==> config.mk <==
export PLATFORM = sky130hd
export DESIGN_NAME = evu_event_arbiter
export DESIGN_NICKNAME = d
export VERILOG_FILES = /design/src/rtl/evu_event_arbiter_pkg.sv /design/src/rtl/evu_rr_arbiter.sv /design/src/rtl/evu_event_arbiter.sv
export SDC_FILE = /design/constraint.sdc
export NUM_CORES = 1
export LEC_CHECK = 0
export CORE_MARGIN = 2
export CORE_UTILIZATION = 43
export CTS_CLUSTER_DIAMETER = 40
export DETAILED_ROUTE_END_ITERATION = 8
export HOLD_SLACK_MARGIN = 0.15
export SLEW_MARGIN = 30
export SYNTH_ARGS = -nofsm -noshare
export SYNTH_HDL_FRONTEND = slang
export SYNTH_HIERARCHICAL = 1
export SYNTH_SLANG_ARGS = --single-unit
==> constraint.sdc <==
create_clock -name clk_i -period 3.4 [get_ports clk_i]
set_input_delay 0.68 -clock clk_i [delete_from_list [all_inputs] [get_ports clk_i]]
set_output_delay 0.68 -clock clk_i [all_outputs]
set_load 0.01 [all_outputs]
==> src/rtl/evu_event_arbiter_pkg.sv <==
// ---------------------------------------------------------------------------
// evu_event_arbiter_pkg
//   Shared types and constants for the EVU -> SPU event arbiter.
//   - EVU_NUM_LINES / EVU_INFO_W : line count and info width shared with evu_top
//   - evu_arb_rec_t              : one drained event record (default widths)
//   - evu_arb_state_e            : arbiter output FSM states
// ---------------------------------------------------------------------------
package evu_event_arbiter_pkg;

    localparam int EVU_NUM_LINES = 4;
    localparam int EVU_INFO_W    = 18;  // {priv[1:0], asid[15:0]}
    localparam int EVU_CNT_W     = 8;
    localparam int EVU_LINE_W    = (EVU_NUM_LINES > 1) ? $clog2(EVU_NUM_LINES) : 1;

    typedef struct packed {
        logic [EVU_LINE_W-1:0] line;
        logic [EVU_CNT_W-1:0]  count;
        logic                  ovf;
        logic [EVU_INFO_W-1:0] info;
    } evu_arb_rec_t;

    typedef enum logic {
        ARB_IDLE  = 1'b0,
        ARB_VALID = 1'b1
    } evu_arb_state_e;

endpackage

==> src/rtl/evu_rr_arbiter.sv <==
// ---------------------------------------------------------------------------
// evu_rr_arbiter
//   Round-robin grant: first requester searching upward from rr+1 (modulo N).
//   The rr pointer moves to the granted index when advance_i is strobed.
//   Ports:
//     clk_i, rst_ni : clock, async active-low reset
//     req_i         : request vector
//     advance_i     : the current grant is consumed this cycle
//     gnt_o         : one-hot grant
//     idx_o         : index of the grant
//     any_o         : at least one request present
// ---------------------------------------------------------------------------
module evu_rr_arbiter #(
    parameter int N      = 4,
    parameter int LINE_W = (N > 1) ? $clog2(N) : 1
) (
    input  logic              clk_i,
    input  logic              rst_ni,
    input  logic [N-1:0]      req_i,
    input  logic              advance_i,
    output logic [N-1:0]      gnt_o,
    output logic [LINE_W-1:0] idx_o,
    output logic              any_o
);

    logic [LINE_W-1:0] rr_q, rr_d;

    always_comb begin
        logic found;
        found = 1'b0;
        gnt_o = '0;
        idx_o = '0;
        // i runs 1..N so the last-granted line is searched last.
        for (int i = 1; i <= N; i++) begin
            if (!found && req_i[(int'(rr_q) + i) % N]) begin
                found                          = 1'b1;
                gnt_o[(int'(rr_q) + i) % N]    = 1'b1;
                idx_o                          = LINE_W'((int'(rr_q) + i) % N);
            end
        end
    end

    assign any_o = |req_i;
    assign rr_d  = advance_i ? idx_o : rr_q;

    // NOTE: sequential state uses non-blocking assignments only; all next-state
    // values come from always_comb, so no ordering hazards between flops.
    always_ff @(posedge clk_i or negedge rst_ni) begin
        if (!rst_ni) begin
            rr_q <= LINE_W'(N - 1);  // line 0 wins the first arbitration
        end else begin
            rr_q <= rr_d;
        end
    end

endmodule

==> src/rtl/evu_event_arbiter.sv <==
// ---------------------------------------------------------------------------
// evu_event_arbiter
//   Accumulates EVU event pulses in per-line saturating counters and drains
//   them, round-robin, one record at a time to the SPU over valid/ready.
//   Optional macro EVU_ARB_TIMESTAMP_EN adds a free-running timestamp that is
//   sampled into out_ts_o at capture.
//   Ports:
//     clk_i, rst_ni  : clock, async active-low reset
//     enable_i       : global enable; low clears all pending state
//     line_en_i      : per-line enable mask (masks new events only)
//     evt_i          : one event pulse per line per cycle
//     evt_info_i     : {priv, asid} qualifying this cycle's events
//     out_valid_o / out_ready_i : record handshake
//     out_line_o, out_count_o, out_ovf_o, out_info_o : record fields
//     out_ts_o       : capture timestamp (macro only)
//     busy_o         : pending events or a record in flight
// ---------------------------------------------------------------------------
module evu_event_arbiter
    import evu_event_arbiter_pkg::*;
#(
    parameter  int NUM_LINES = EVU_NUM_LINES,
    parameter  int CNT_W     = EVU_CNT_W,
    parameter  int INFO_W    = EVU_INFO_W,
`ifdef EVU_ARB_TIMESTAMP_EN
    parameter  int TS_W      = 32,
`endif
    localparam int LINE_W    = (NUM_LINES > 1) ? $clog2(NUM_LINES) : 1
) (
    input  logic                 clk_i,
    input  logic                 rst_ni,
    input  logic                 enable_i,
    input  logic [NUM_LINES-1:0] line_en_i,
    input  logic [NUM_LINES-1:0] evt_i,
    input  logic [INFO_W-1:0]    evt_info_i,
    output logic                 out_valid_o,
    input  logic                 out_ready_i,
    output logic [LINE_W-1:0]    out_line_o,
    output logic [CNT_W-1:0]     out_count_o,
    output logic                 out_ovf_o,
    output logic [INFO_W-1:0]    out_info_o,
`ifdef EVU_ARB_TIMESTAMP_EN
    output logic [TS_W-1:0]      out_ts_o,
`endif
    output logic                 busy_o
);

    localparam logic [CNT_W-1:0] CNT_MAX = '1;

    logic [CNT_W-1:0]  cnt_q  [NUM_LINES];
    logic [CNT_W-1:0]  cnt_d  [NUM_LINES];
    logic [INFO_W-1:0] info_q [NUM_LINES];
    logic [INFO_W-1:0] info_d [NUM_LINES];
    logic [NUM_LINES-1:0] ovf_q, ovf_d;

    evu_arb_state_e state_q, state_d;

    logic [LINE_W-1:0] out_line_q,  out_line_d;
    logic [CNT_W-1:0]  out_count_q, out_count_d;
    logic              out_ovf_q,   out_ovf_d;
    logic [INFO_W-1:0] out_info_q,  out_info_d;

    logic [NUM_LINES-1:0] qual, pend, gnt;
    logic [LINE_W-1:0]    gnt_idx;
    logic                 any_pend, capture;

    assign qual = evt_i & line_en_i & {NUM_LINES{enable_i}};

    // Arbitration sees registered counters only, so a same-cycle event is not
    // visible until the following cycle.
    always_comb begin
        pend = '0;
        for (int k = 0; k < NUM_LINES; k++) begin
            pend[k] = (cnt_q[k] != '0);
        end
    end

    evu_rr_arbiter #(
        .N      (NUM_LINES),
        .LINE_W (LINE_W)
    ) u_rr (
        .clk_i     (clk_i),
        .rst_ni    (rst_ni),
        .req_i     (pend),
        .advance_i (capture),
        .gnt_o     (gnt),
        .idx_o     (gnt_idx),
        .any_o     (any_pend)
    );

    // Output FSM. A handshake with more work pending recaptures in the same
    // cycle, giving back-to-back records with no bubble.
    always_comb begin
        state_d = state_q;
        capture = 1'b0;
        case (state_q)
            ARB_IDLE: begin
                if (enable_i && any_pend) begin
                    capture = 1'b1;
                    state_d = ARB_VALID;
                end
            end
            ARB_VALID: begin
                if (out_ready_i) begin
                    if (enable_i && any_pend) begin
                        capture = 1'b1;
                    end else begin
                        state_d = ARB_IDLE;
                    end
                end
            end
            default: state_d = ARB_IDLE;
        endcase
    end

    // Per-line counters. A captured line restarts at 1 if it also has an event
    // this cycle, so nothing arriving during capture is dropped.
    always_comb begin
        for (int k = 0; k < NUM_LINES; k++) begin
            cnt_d[k]  = cnt_q[k];
            ovf_d[k]  = ovf_q[k];
            info_d[k] = info_q[k];
            if (!enable_i) begin
                cnt_d[k]  = '0;
                ovf_d[k]  = 1'b0;
                info_d[k] = '0;
            end else begin
                if (qual[k]) begin
                    info_d[k] = evt_info_i;
                end
                if (capture && gnt[k]) begin
                    cnt_d[k] = qual[k] ? CNT_W'(1) : '0;
                    ovf_d[k] = 1'b0;
                end else if (qual[k]) begin
                    if (cnt_q[k] == CNT_MAX) begin
                        ovf_d[k] = 1'b1;
                    end else begin
                        cnt_d[k] = cnt_q[k] + 1'b1;
                    end
                end
            end
        end
    end

    always_comb begin
        out_line_d  = out_line_q;
        out_count_d = out_count_q;
        out_ovf_d   = out_ovf_q;
        out_info_d  = out_info_q;
        if (capture) begin
            out_line_d  = gnt_idx;
            out_count_d = cnt_q[gnt_idx];
            out_ovf_d   = ovf_q[gnt_idx];
            out_info_d  = info_q[gnt_idx];
        end
    end

    // NOTE: the counter/info arrays are real pending state that busy_o and the
    // arbiter read, so they are reset like any other flop, not left as RAM.
    always_ff @(posedge clk_i or negedge rst_ni) begin
        if (!rst_ni) begin
            for (int k = 0; k < NUM_LINES; k++) begin
                cnt_q[k]  <= '0;
                info_q[k] <= '0;
            end
            ovf_q       <= '0;
            state_q     <= ARB_IDLE;
            out_line_q  <= '0;
            out_count_q <= '0;
            out_ovf_q   <= 1'b0;
            out_info_q  <= '0;
        end else begin
            for (int k = 0; k < NUM_LINES; k++) begin
                cnt_q[k]  <= cnt_d[k];
                info_q[k] <= info_d[k];
            end
            ovf_q       <= ovf_d;
            state_q     <= state_d;
            out_line_q  <= out_line_d;
            out_count_q <= out_count_d;
            out_ovf_q   <= out_ovf_d;
            out_info_q  <= out_info_d;
        end
    end

`ifdef EVU_ARB_TIMESTAMP_EN
    logic [TS_W-1:0] ts_q, ts_d, out_ts_q, out_ts_d;

    assign ts_d     = ts_q + 1'b1;  // wraps to 0 after all-ones
    assign out_ts_d = capture ? ts_q : out_ts_q;

    always_ff @(posedge clk_i or negedge rst_ni) begin
        if (!rst_ni) begin
            ts_q     <= '0;
            out_ts_q <= '0;
        end else begin
            ts_q     <= ts_d;
            out_ts_q <= out_ts_d;
        end
    end

    assign out_ts_o = out_ts_q;
`endif

    assign out_valid_o = (state_q == ARB_VALID);
    assign out_line_o  = out_line_q;
    assign out_count_o = out_count_q;
    assign out_ovf_o   = out_ovf_q;
    assign out_info_o  = out_info_q;
    assign busy_o      = any_pend | out_valid_o;

endmodule

# Word-level counts from Yosys, hierarchy flattened
# Cells that the tools add are included.
totals:
  reg_bits: 140
  inputBits: 30
  out_inout_bits: 31
  elab_cells: 188
classes:
  add_sub_neg: 8
  n_lt_le_gt_ge: 10
  n_eq_ne: 20
  mux: 88
  n_bitwise: 12
  reduce_logical: 32
ops:
  columns: ["operator", "n"]
  rows:
  - ["18-bit 2-to-1 mux", 10]
  - ["8-bit 2-to-1 mux", 18]
  - ["1-bit 2-to-1 mux", 39]
  - ["18-bit binary-select mux with 2-bit select", 1]
  - ["8-bit by 1-bit adder with 8-bit output, second input constant", 4]
  - ["8-bit equality test, second input constant", 4]
  - ["8-bit nonzero test", 4]
  - ["3-bit by 1-bit != test with 1-bit output, second input constant", 8]
  - ["8-bit binary-select mux with 2-bit select", 1]
  - ["3-bit by 4-bit < comparator with 1-bit output, second input constant", 4]
  - ["4-bit 2-to-1 mux", 4]
  - ["2-bit AND reduction", 8]
  - ["3-bit by 1-bit greater-or-equal comparator with 1-bit output, second input constant", 4]
  - ["1-bit logical AND", 12]
  - ["3-bit != test, second input constant", 4]
  - ["4-bit bitwise OR", 3]
  - ["1-bit binary-select mux with 2-bit select", 5]
  - ["4-bit AND", 2]
  - ["1-bit demux with 2-bit select", 4]
  - ["2-bit 2-to-1 mux", 4]
  - ["2-bit by 1-bit != test with 1-bit output, second input constant", 4]
  - ["2-bit OR reduction", 4]
  - ["2-bit by 1-bit adder with 2-bit output, second input constant", 2]
  - ["2-bit adder, second input constant", 2]
  - ["other kinds (9)", 15]

# Longest topological paths before layout
logic_depth:
  depth_word: 20
  depth_mapped: 13
  ltp_nobuf: 12

# Hierarchy
# The synthesis kept the hierarchy.
by_module_without_submodules:
  columns: ["mod", "instances", "cells_per_inst", "area_per_inst_um2", "seq_area_each_um2"]
  rows:
  - ["evu_event_arbiter", 1, 664, 6725.2, 3453.3]
  - ["evu_rr_arbiter", 1, 88, 700.7, 52.6]

# Worst setup path before layout
# OpenSTA, ideal clock, no wires.
synth_timing:
  path_kind: "register to register"
  start: "reg u_rr.rr_q[1]"
  end: "reg out_info_q[5] (netlist: out_info_o[5])"
  setup_ns: 0.125
  t_arrival_ns: 3.260
  required_time_ns: 3.275
  path_slack_ns: 0.016
  path_stages_with_launch: 12
  n_path_buf: 4
  synth_period_minus_slack_ns: 3.384
  cell_sequence: "dfstp_2 buf_2 inv_1 ha_1 clkbuf_1 o22ai_1 a211oi_1 a21o_1 buf_4 buf_2 mux4_2 mux2_2"
synth_between:
  elab_chain_cells: 18
  word_cells_on_any_way: 33
  classes_between: "add/sub: 4; mux: 22; bitwise: 1; reduce/logical: 6"
synth_lines:
  columns: ["element", "line_no", "text"]
  rows:
  - ["from (decl)", "evu_rr_arbiter.sv:26", "logic [LINE_W-1:0] rr_q, rr_d;"]
  - ["from (signal assigned)", "evu_rr_arbiter.sv:50", "rr_q <= LINE_W'(N - 1);"]
  - ["from (signal assigned)", "evu_rr_arbiter.sv:52", "rr_q <= rr_d;"]
  - ["2-bit by 1-bit adder with 2-bit output", "evu_rr_arbiter.sv:35", "if (!found && req_i[(int'(rr_q) + i) % N]) begin"]
  - ["1-bit binary-select mux with 2-bit select", "evu_rr_arbiter.sv:35", null]
  - ["1-bit 2-to-1 mux (implied by the code) (2 in a row)", "evu_rr_arbiter.sv:35", null]
  - ["1-bit 2-to-1 mux", "evu_rr_arbiter.sv:35", null]
  - ["1-bit logical NOT", "evu_rr_arbiter.sv:35", null]
  - ["1-bit logical AND", "evu_rr_arbiter.sv:35", null]
  - ["1-bit 2-to-1 mux", "evu_rr_arbiter.sv:35", null]
  - ["1-bit logical NOT", "evu_rr_arbiter.sv:35", null]
  - ["1-bit logical AND", "evu_rr_arbiter.sv:35", null]
  - ["1-bit 2-to-1 mux", "evu_rr_arbiter.sv:35", null]
  - ["1-bit logical NOT", "evu_rr_arbiter.sv:35", null]
  - ["1-bit logical AND", "evu_rr_arbiter.sv:35", null]
  - ["2-bit 2-to-1 mux *", "evu_rr_arbiter.sv:35", null]
  - ["net gnt_idx[0]", "evu_event_arbiter.sv:63", "logic [LINE_W-1:0] gnt_idx;"]
  - ["2-bit inverter with 3-bit output (implied by the code) *", "evu_event_arbiter.sv:153", "out_info_d = info_q[gnt_idx];"]
  - ["18-bit binary-select mux with 2-bit select *", "evu_event_arbiter.sv:153", null]
  - ["18-bit 2-to-1 mux (implied by the code) * (2 in a row)", "evu_event_arbiter.sv:153", null]
  - ["to (signal assigned)", "evu_event_arbiter.sv:181", "out_info_q <= out_info_d;"]
  - ["to (decl)", "evu_event_arbiter.sv:60", "logic [INFO_W-1:0] out_info_q, out_info_d;"]
# Mark *: on every way through the listed nets, which the timed path passes. The rest lies on a longest branch. The select of a mux whose other input is x is not followed.
# A chain may end at the register's enable or synchronous reset.

# Worst setup path after layout
layout_timing:
  start: "reg cnt_q[29] in the netlist's numbering"
  end: "out busy_o"
layout_between:
  elab_chain_cells: 3
layout_lines:
  columns: ["element", "line_no", "text"]
  rows:
  - ["from (decl)", "evu_event_arbiter.sv:49", "logic [CNT_W-1:0] cnt_q [NUM_LINES];"]
  - ["from (signal, indexed assignment)", "evu_event_arbiter.sv:173", "cnt_q[k] <= cnt_d[k];"]
  - ["8-bit nonzero test", "evu_event_arbiter.sv:73", "pend[k] = (cnt_q[k] != '0);"]
  - ["net pend[0]", "evu_event_arbiter.sv:62", "logic [NUM_LINES-1:0] qual, pend, gnt;"]
  - ["4-bit OR reduction", "evu_rr_arbiter.sv:43", "assign any_o = |req_i;"]
  - ["net any_pend", "evu_event_arbiter.sv:64", "logic any_pend, capture;"]
  - ["1-bit bitwise OR", "evu_event_arbiter.sv:209", "assign busy_o = any_pend | out_valid_o;"]
  - ["to (decl)", "evu_event_arbiter.sv:44", "output logic busy_o"]
# The timed path passes the listed nets, and every way through them passes these cells.

==> impl_metrics.env <==
export IMPL_outcome="complete, no violations"
export IMPL_critical_path_class="flip-flop to output port"
export IMPL_r2r_end="cnt_q[30]"
export IMPL_unrepaired_setup_endpoints_after_global_routing="false"
export IMPL_fin_setup_tns_ns=0
export IMPL_post_drt_via_cell_ratio=5.64
export IMPL_wl_per_cell_microns=18.5
export IMPL_cp_top_family="simple AND/OR/NAND/NOR gates"
export IMPL_power_switching_fraction=0.333
export IMPL_power_total_mw=6.57
export IMPL_cts_tree="done"
export IMPL_cp_slowest_stage_delay_ns=0.48
export IMPL_vdd_drop_max_mv=0.421
export IMPL_max_cap_viol_count=0
export IMPL_post_layout_nets=877
export IMPL_cts_buffer_depth=2
export IMPL_grt_pass1_vias=5964
export IMPL_critPathRequiredTime_ns=2.72
export IMPL_die_height_microns=135
export IMPL_antenna_found_initial=0
export IMPL_total_iterations_of_the_first_detailed_routing_run=5
export IMPL_crit_path_top_delay_cell="sky130_fd_sc_hd__clkdlybuf4s50_1"
export IMPL_place_detailed_instances=1034
export IMPL_syn_cell_area_sq_um=7430
export IMPL_power_density_nw_per_um2=716
export IMPL_share_of_power_burned_in_registers=0.301
export IMPL_initial_cell_density_of_the_core=0.434
export IMPL_via_count=6029
export IMPL_drt_antenna_violating_nets=0
export IMPL_flow_area_growth_from_synthesis_pct=23.6
export IMPL_worst_setup_path_endpoint="busy_o"
export IMPL_clock_sinks=140
export IMPL_grt_max_degree=77
export IMPL_grt_util_all_layers=0.225
export IMPL_row_count=48
export IMPL_r2r_start="cnt_q[29]"
export IMPL_drcViolationCount=0
export IMPL_intPower_mw=4.38
export IMPL_synth_cell_type_count=61
export IMPL_ios=61
export IMPL_synth_main_ff_cell="sky130_fd_sc_hd__dfrtp_1"
export IMPL_core_sq_um=17100
export IMPL_netlist_instances=752
export IMPL_antennaDiodeCount=0
export IMPL_clkLatencyLatePin_ns=0.43
export IMPL_kind_of_capture_point_of_the_worst_setup_path="output port"
export IMPL_timing_final_ws_setup_ns=0.126
export IMPL_root_buffer="sky130_fd_sc_hd__clkbuf_16"
export IMPL_p_leak_nw=4.02
export IMPL_power_share_combinational=0.384
export IMPL_yosys_warnings=6
export IMPL_worst_setup_path_startpoint="cnt_q[29]"
export IMPL_power_switching_mw=2.19
export IMPL_fp_dieW_microns=135
export IMPL_pwr_share_clk=0.314
export IMPL_clock_skew_final_ns=0.0100
export IMPL_report_final_setup_viol=0
export IMPL_numCtsBuffers=17
export IMPL_drt_iter0_drc=585
export IMPL_worst_pin_slew_ns=0.956
export IMPL_worst_r2r_path_depth=12
export IMPL_timing_slew_headroom=0.361
export IMPL_fraction_of_final_layout_cells_sized_beyond_drive_strength_1=0.187
export IMPL_fmaxAchievable_mhz=305
export IMPL_design_die_area_sq_um=18300
export IMPL_crit_cells=7
export IMPL_place_worst_setup_slack_ns=0.169
export IMPL_timing_final_crit_period_ns=3.27
export IMPL_drv_slew=0
export IMPL_hold_path_class="primary input to asynchronous set/reset pin"
export IMPL_grt_first_pass_wirelength_microns=31500
export IMPL_critical_path_peak_fanout=7
export IMPL_numPortBuffers=60
export IMPL_final_cell_count_no_fill=1069
export IMPL_gp_congestion=0.852
export IMPL_data_arrival_time_of_the_critical_path_ns=2.59
export IMPL_setup_worst_path_start_class="flip-flop"
export IMPL_h_tree_levels=4
export IMPL_syn_avg_cell_area_sq_um=9.87
export IMPL_fraction_of_registers_with_async_set_reset=1.00
export IMPL_clk_pin_slew_ns=0.06
export IMPL_cts_hold_repair_buffers=0
export IMPL_postRouteWirelength_microns=19800
export IMPL_synth_ff_latch_count=140
export IMPL_place_detailed_hpwl_microns=12700
export IMPL_grt_remaining_overflow=0
export IMPL_layout_worst_path_cycle_share=0.963
export IMPL_synth_yosys_seq_area_share=0.472
export IMPL_crit_path_cell_trace="nor4_1 -> nand3_1 -> buf_4 -> nor2_2 -> nand2_2 -> or2_2 -> clkdlybuf4s50_1"
export IMPL_count_of_flip_flops_with_a_built_in_enable_after_synthesis=0
export IMPL_crit_buf_inv=2
export IMPL_number_of_nets_produced_by_synthesis=798
export IMPL_finalHoldViolCount=0
export IMPL_reg2reg_slack_ns=0.24
==> cell usage after synthesis (3+ instances only) <==
cell type | n | area, sq um
sky130_fd_sc_hd__nand3b_1 | 3 | 22.5
sky130_fd_sc_hd__o31ai_1 | 6 | 45.0
sky130_fd_sc_hd__buf_2 | 9 | 45.0
sky130_fd_sc_hd__nor2_1 | 32 | 120
sky130_fd_sc_hd__a31oi_1 | 3 | 18.8
sky130_fd_sc_hd__mux2_2 | 30 | 338
sky130_fd_sc_hd__nand2b_1 | 9 | 56.3
sky130_fd_sc_hd__mux4_1 | 3 | 78.8
sky130_fd_sc_hd__nor3_1 | 17 | 85.1
sky130_fd_sc_hd__a211oi_1 | 4 | 30.0
sky130_fd_sc_hd__nor4_1 | 6 | 37.5
sky130_fd_sc_hd__or4_1 | 3 | 22.5
sky130_fd_sc_hd__and2_1 | 5 | 31.3
sky130_fd_sc_hd__ha_1 | 16 | 200
sky130_fd_sc_hd__nand4_1 | 8 | 50.1
sky130_fd_sc_hd__o2bb2ai_1 | 4 | 35.0
sky130_fd_sc_hd__or2_2 | 3 | 18.8
sky130_fd_sc_hd__mux2i_1 | 10 | 100
sky130_fd_sc_hd__and3_1 | 18 | 113
sky130_fd_sc_hd__dfrtp_1 | 138 | 3450
sky130_fd_sc_hd__o21ai_0 | 9 | 45.0
sky130_fd_sc_hd__clkbuf_1 | 27 | 101
sky130_fd_sc_hd__nand2_1 | 174 | 653
sky130_fd_sc_hd__mux4_2 | 26 | 586
sky130_fd_sc_hd__nand3_1 | 20 | 100
sky130_fd_sc_hd__inv_1 | 16 | 60.1
sky130_fd_sc_hd__o22ai_1 | 5 | 31.3
sky130_fd_sc_hd__a21oi_1 | 94 | 470
sky130_fd_sc_hd__buf_1 | 8 | 30.0
==> worst min-delay path by stage <==
stage / endpoint / slack, ns
after detailed placement: out_info_o[12] / 0.49
final: cnt_q[18] / 0.28
after floorplan: cnt_q[0] / 0.38
after global routing: cnt_q[20] / 0.35
after global placement: out_info_o[11] / 0.49
after CTS: cnt_q[18] / 0.33
==> area by class of cell <==
class,instances,area [sq um]
clock buffers,19,453
repair buffers,109,1010
fillers,1512,7940
flip-flops and latches,140,3510
inverters,16,60.1
clock inverters,13,203
multi-input cells,547,3670
well taps,225,282
==> per-stage QoR <==
step | area, sq um | hold WS (ns) | util
2_1_floorplan | 7430 | 0.384 | -
3_3_place_gp | 8470 | 0.488 | 0.495
3_5_place_dp | 8470 | 0.493 | 0.495
4_1_cts | 9140 | 0.329 | 0.534
5_1_grt | 9180 | 0.349 | 0.536
6_report | 9180 | 0.281 | 0.536
==> power by group through the flow <==
stage	sequential, mW	clock (mW)	combinational, mW
floorplan	2.06	0	1.51
global placement	2.00	0	2.48
detailed placement	2.01	0	2.50
CTS	1.98	2.09	2.53
global route	2.00	2.17	2.72
finish	1.98	2.07	2.53
==> flip-flops by register name, summed over array words and instances (netlist names) <==
signal and count:
out_line_o 2, cnt_q 32, info_q 72, out_info_o 18, out_valid_o 1, u_rr/rr_q 2
out_ovf_o 1, ovf_q 4, out_count_o 8
==> kinds of logic (layout without fill, tap and decap cells) <==
logic type      after synthesis  after routing  synth area share
compound gates              144            144             0.114
xor+xnor                      3              3           0.00354
fa+ha+maj                    16             16            0.0270
buf+inv                      65            157            0.0376
flops                       140            140             0.472
mux                          71             71             0.152
simple gates                313            313             0.194
==> worst reg2reg max path, delay by kind of cell, from the launching register on <==
family / cells / cell delay, ns
mux: 2 / 0.55
compound gates: 4 / 0.56
buf+inv: 2 / 0.39
simple gates: 4 / 1.15
flops: 1 / 0.44
==> cells in the final DEF, fill, tap and decap left out, types with 3 or more instances in the layout <==
cell type	count
sky130_fd_sc_hd__clkbuf_16	17
sky130_fd_sc_hd__o21ai_0	9
sky130_fd_sc_hd__mux2_2	30
sky130_fd_sc_hd__or4_1	3
sky130_fd_sc_hd__nor3_1	17
sky130_fd_sc_hd__dfrtp_1	138
sky130_fd_sc_hd__a21oi_1	94
sky130_fd_sc_hd__mux2i_1	10
sky130_fd_sc_hd__buf_12	3
sky130_fd_sc_hd__nor4_1	4
sky130_fd_sc_hd__nand4_1	8
sky130_fd_sc_hd__nand3b_1	3
sky130_fd_sc_hd__and2_1	5
sky130_fd_sc_hd__nor2_1	31
sky130_fd_sc_hd__inv_6	3
sky130_fd_sc_hd__bufinv_16	4
sky130_fd_sc_hd__mux4_1	3
sky130_fd_sc_hd__inv_1	15
sky130_fd_sc_hd__mux4_2	26
sky130_fd_sc_hd__o31ai_1	6
sky130_fd_sc_hd__clkdlybuf4s50_1	59
sky130_fd_sc_hd__o2bb2ai_1	4
sky130_fd_sc_hd__and3_1	18
sky130_fd_sc_hd__ha_1	16
sky130_fd_sc_hd__nand2_1	173
sky130_fd_sc_hd__a31oi_1	3
sky130_fd_sc_hd__a211oi_1	4
sky130_fd_sc_hd__nand3_1	20
sky130_fd_sc_hd__or2_2	3
sky130_fd_sc_hd__o22ai_1	5
sky130_fd_sc_hd__inv_8	3
sky130_fd_sc_hd__buf_4	46
sky130_fd_sc_hd__nand2b_1	9
==> per-layer routing <==
metal,part of all wire,track usage,up-vias
li1,-,-,2830
met4,0.017,0.0787,0
met3,0.047,0.0363,22
met2,0.50,0.374,169
met5,0,0,-
met1,0.44,0.299,3008
==> what timing repair did <==
action,CTS,global route
pin swaps,1,0
setup endpoints to repair,1,7
gates resized for setup,1,4
setup buffers,1,2
Note: power is estimated with default switching activity, not from simulation.
==> patch: new RTL, same settings <==
Put one more register stage on the output `out_count_o`, cleared by the reset. The value now appears one clock later. The other outputs are not delayed to match.
--- a/src/rtl/evu_event_arbiter.sv
+++ b/src/rtl/evu_event_arbiter.sv
@@ -203,7 +203,13 @@
 
     assign out_valid_o = (state_q == ARB_VALID);
     assign out_line_o  = out_line_q;
-    assign out_count_o = out_count_q;
+    always_ff @(posedge clk_i or negedge rst_ni) begin
+        if (!rst_ni) begin
+            out_count_o <= '0;
+        end else begin
+            out_count_o <= out_count_q;
+        end
+    end
     assign out_ovf_o   = out_ovf_q;
     assign out_info_o  = out_info_q;
     assign busy_o      = any_pend | out_valid_o;
Check against the original RTL: not settled (the Yosys comparison gave no result); the edit may change what the design does.
==> patch against the unedited design <==
Area after synthesis is 2.1% higher. Sequential cell count is 8 higher. Worst setup slack better by 0.070 ns. Routed wire length is 0.72% lower. Power is 2.3% lower. Count of clock-buffer cells in the layout is 1 lower. Final area hardly changed. Global-route usage is 0.098 points lower. Register-to-register slack worse by 0.04 ns. Sequential share of layout area is 2.1 points higher. Utilization is 0.33 points lower.
==> patch: results (changes against the unedited design) <==
run_status:
  status: "completed"
sta:
  skew_ns: 0.00876  # -0.00125 ns
  setup_ws_ns: 0.196  # +0.0701 ns
  slew_headroom_pct: 35.6  # -0.45 points
  holdWs_ns: 0.269  # -0.0121 ns
  hold_viol_final: 0  # unchanged
synthesis:
  synth.distinct_cells: 62  # +1.6%
  postSynthCellCount: 740  # -1.6%
  synth_fp_nets: 786  # -1.5%
  synth.area.mux_share_pct: 14.7  # -0.57 points
  netlist_top_cells_count: "nand2_1 (170), dfrtp_1 (146), a21oi_1 (91)"
  yosys.area_share.xor_xnor_pct: 1.27  # +0.92 points
  ys.flop_type: "dfrtp_1"
  synth_edf_count: 0  # unchanged
  synthAdderAreaFrac_pct: 2.64  # -0.054 points
  yosysWarnings: 6  # unchanged
  yosysSeqAreaShare_pct: 48.9  # +1.7 points
  synth.area.top_cells: "dfrtp_1 (48%), nand2_1 (8.4%), mux4_2 (7.7%)"
  synth_compound_area_share_pct: 11.1  # -0.25 points
grt:
  grt_start_max_net_pins: 81  # +5.2%
  grt_pass1_vias: 5947  # -0.29%
  antenna_found_initial: 0  # unchanged
  track_usage_pct: 22.4  # -0.098 points
  grt_first_pass_wirelength_um: 31800  # +1.1%
clock_network:
  cts_resized: 2  # +1
  post_cts_buffers: 2  # +1
placement:
  place_inst: 1019  # -1.5%
  placed_area_um2: 8550  # +0.90%
  place_congestion: 0.914  # +7.2%
  hpwl_um: 12900  # +1.2%
  dpl_worst_slack_ns: 0.129  # -0.0401 ns
setup_path:
  cpMaxStageDelayCell: "mux4_2"
  critical_path.top_delay_family: "multiplexers"
  path_max_fanout: 16  # +9
  arrival_ns: 3.51  # +0.92 ns
  worstReg2RegStart: "cnt_q[8]"
  r2r_slack_ns: 0.20  # -0.04 ns
  timing.critical_path.to: "out_count_q[6]"
  critPathKind: "reg -> reg"
  reg2reg_depth: 11  # -1
  slowest_delay_ns: 0.52  # +0.04 ns
power:
  vdd_drop_max_uv: 350  # -17%
  switching_power_w: 0.00228  # +4.1%
  p_total_w: 0.00642  # -2.3%
  p_leak_nw: 4.00  # -0.44%
  seqPwrFrac_pct: 31.0  # +0.9 points
  p_clk_w: 0.00181  # -13%
drt:
  drt-initial-drc-count: 490  # -16%
  dr.pass1.iters: 5  # unchanged
  routed_wl_um: 19600  # -0.72%
  vias: 5952  # -1.3%
finish:
  fillers: 1476  # -2.4%
  nets: 862  # -1.7%
  fin_cells: 1054  # -1.4%
  drive_gt1_share_pct: 18.2  # -0.51 points
==> patch: layout make-up <==
cell class,count,area [um^2],share of cell area [%]
repair buffers,100,942,10.3
flip-flops and latches,148,3710,40.4
inverters,17,63.8,0.695
clock buffers,18,439,4.78
clock inverters,14,136,1.49
multi-input cells,532,3610,39.4
well taps,225,282,3.07
==> patch: metal layers <==
layer | track usage (%) | part of all wire (%) | vias to the layer above
met4 | 8.91 | 1.8 | 0
met1 | 30.2 | 43 | 2962
met2 | 35.9 | 50 | 176
met5 | 0 | 0 | -
met3 | 3.85 | 5.0 | 36
li1 | - | - | 2778
==> patch: logic make-up (layout without fill, tap and decap cells) <==
| logic type | Yosys count | count (layout) |
|---|---|---|
| buf+inv | 60 | 149 |
| xor+xnor | 11 | 11 |
| simple gates | 292 | 292 |
| fa+ha+maj | 16 | 16 |
| flops | 148 | 148 |
| mux | 69 | 69 |
| compound gates | 144 | 144 |
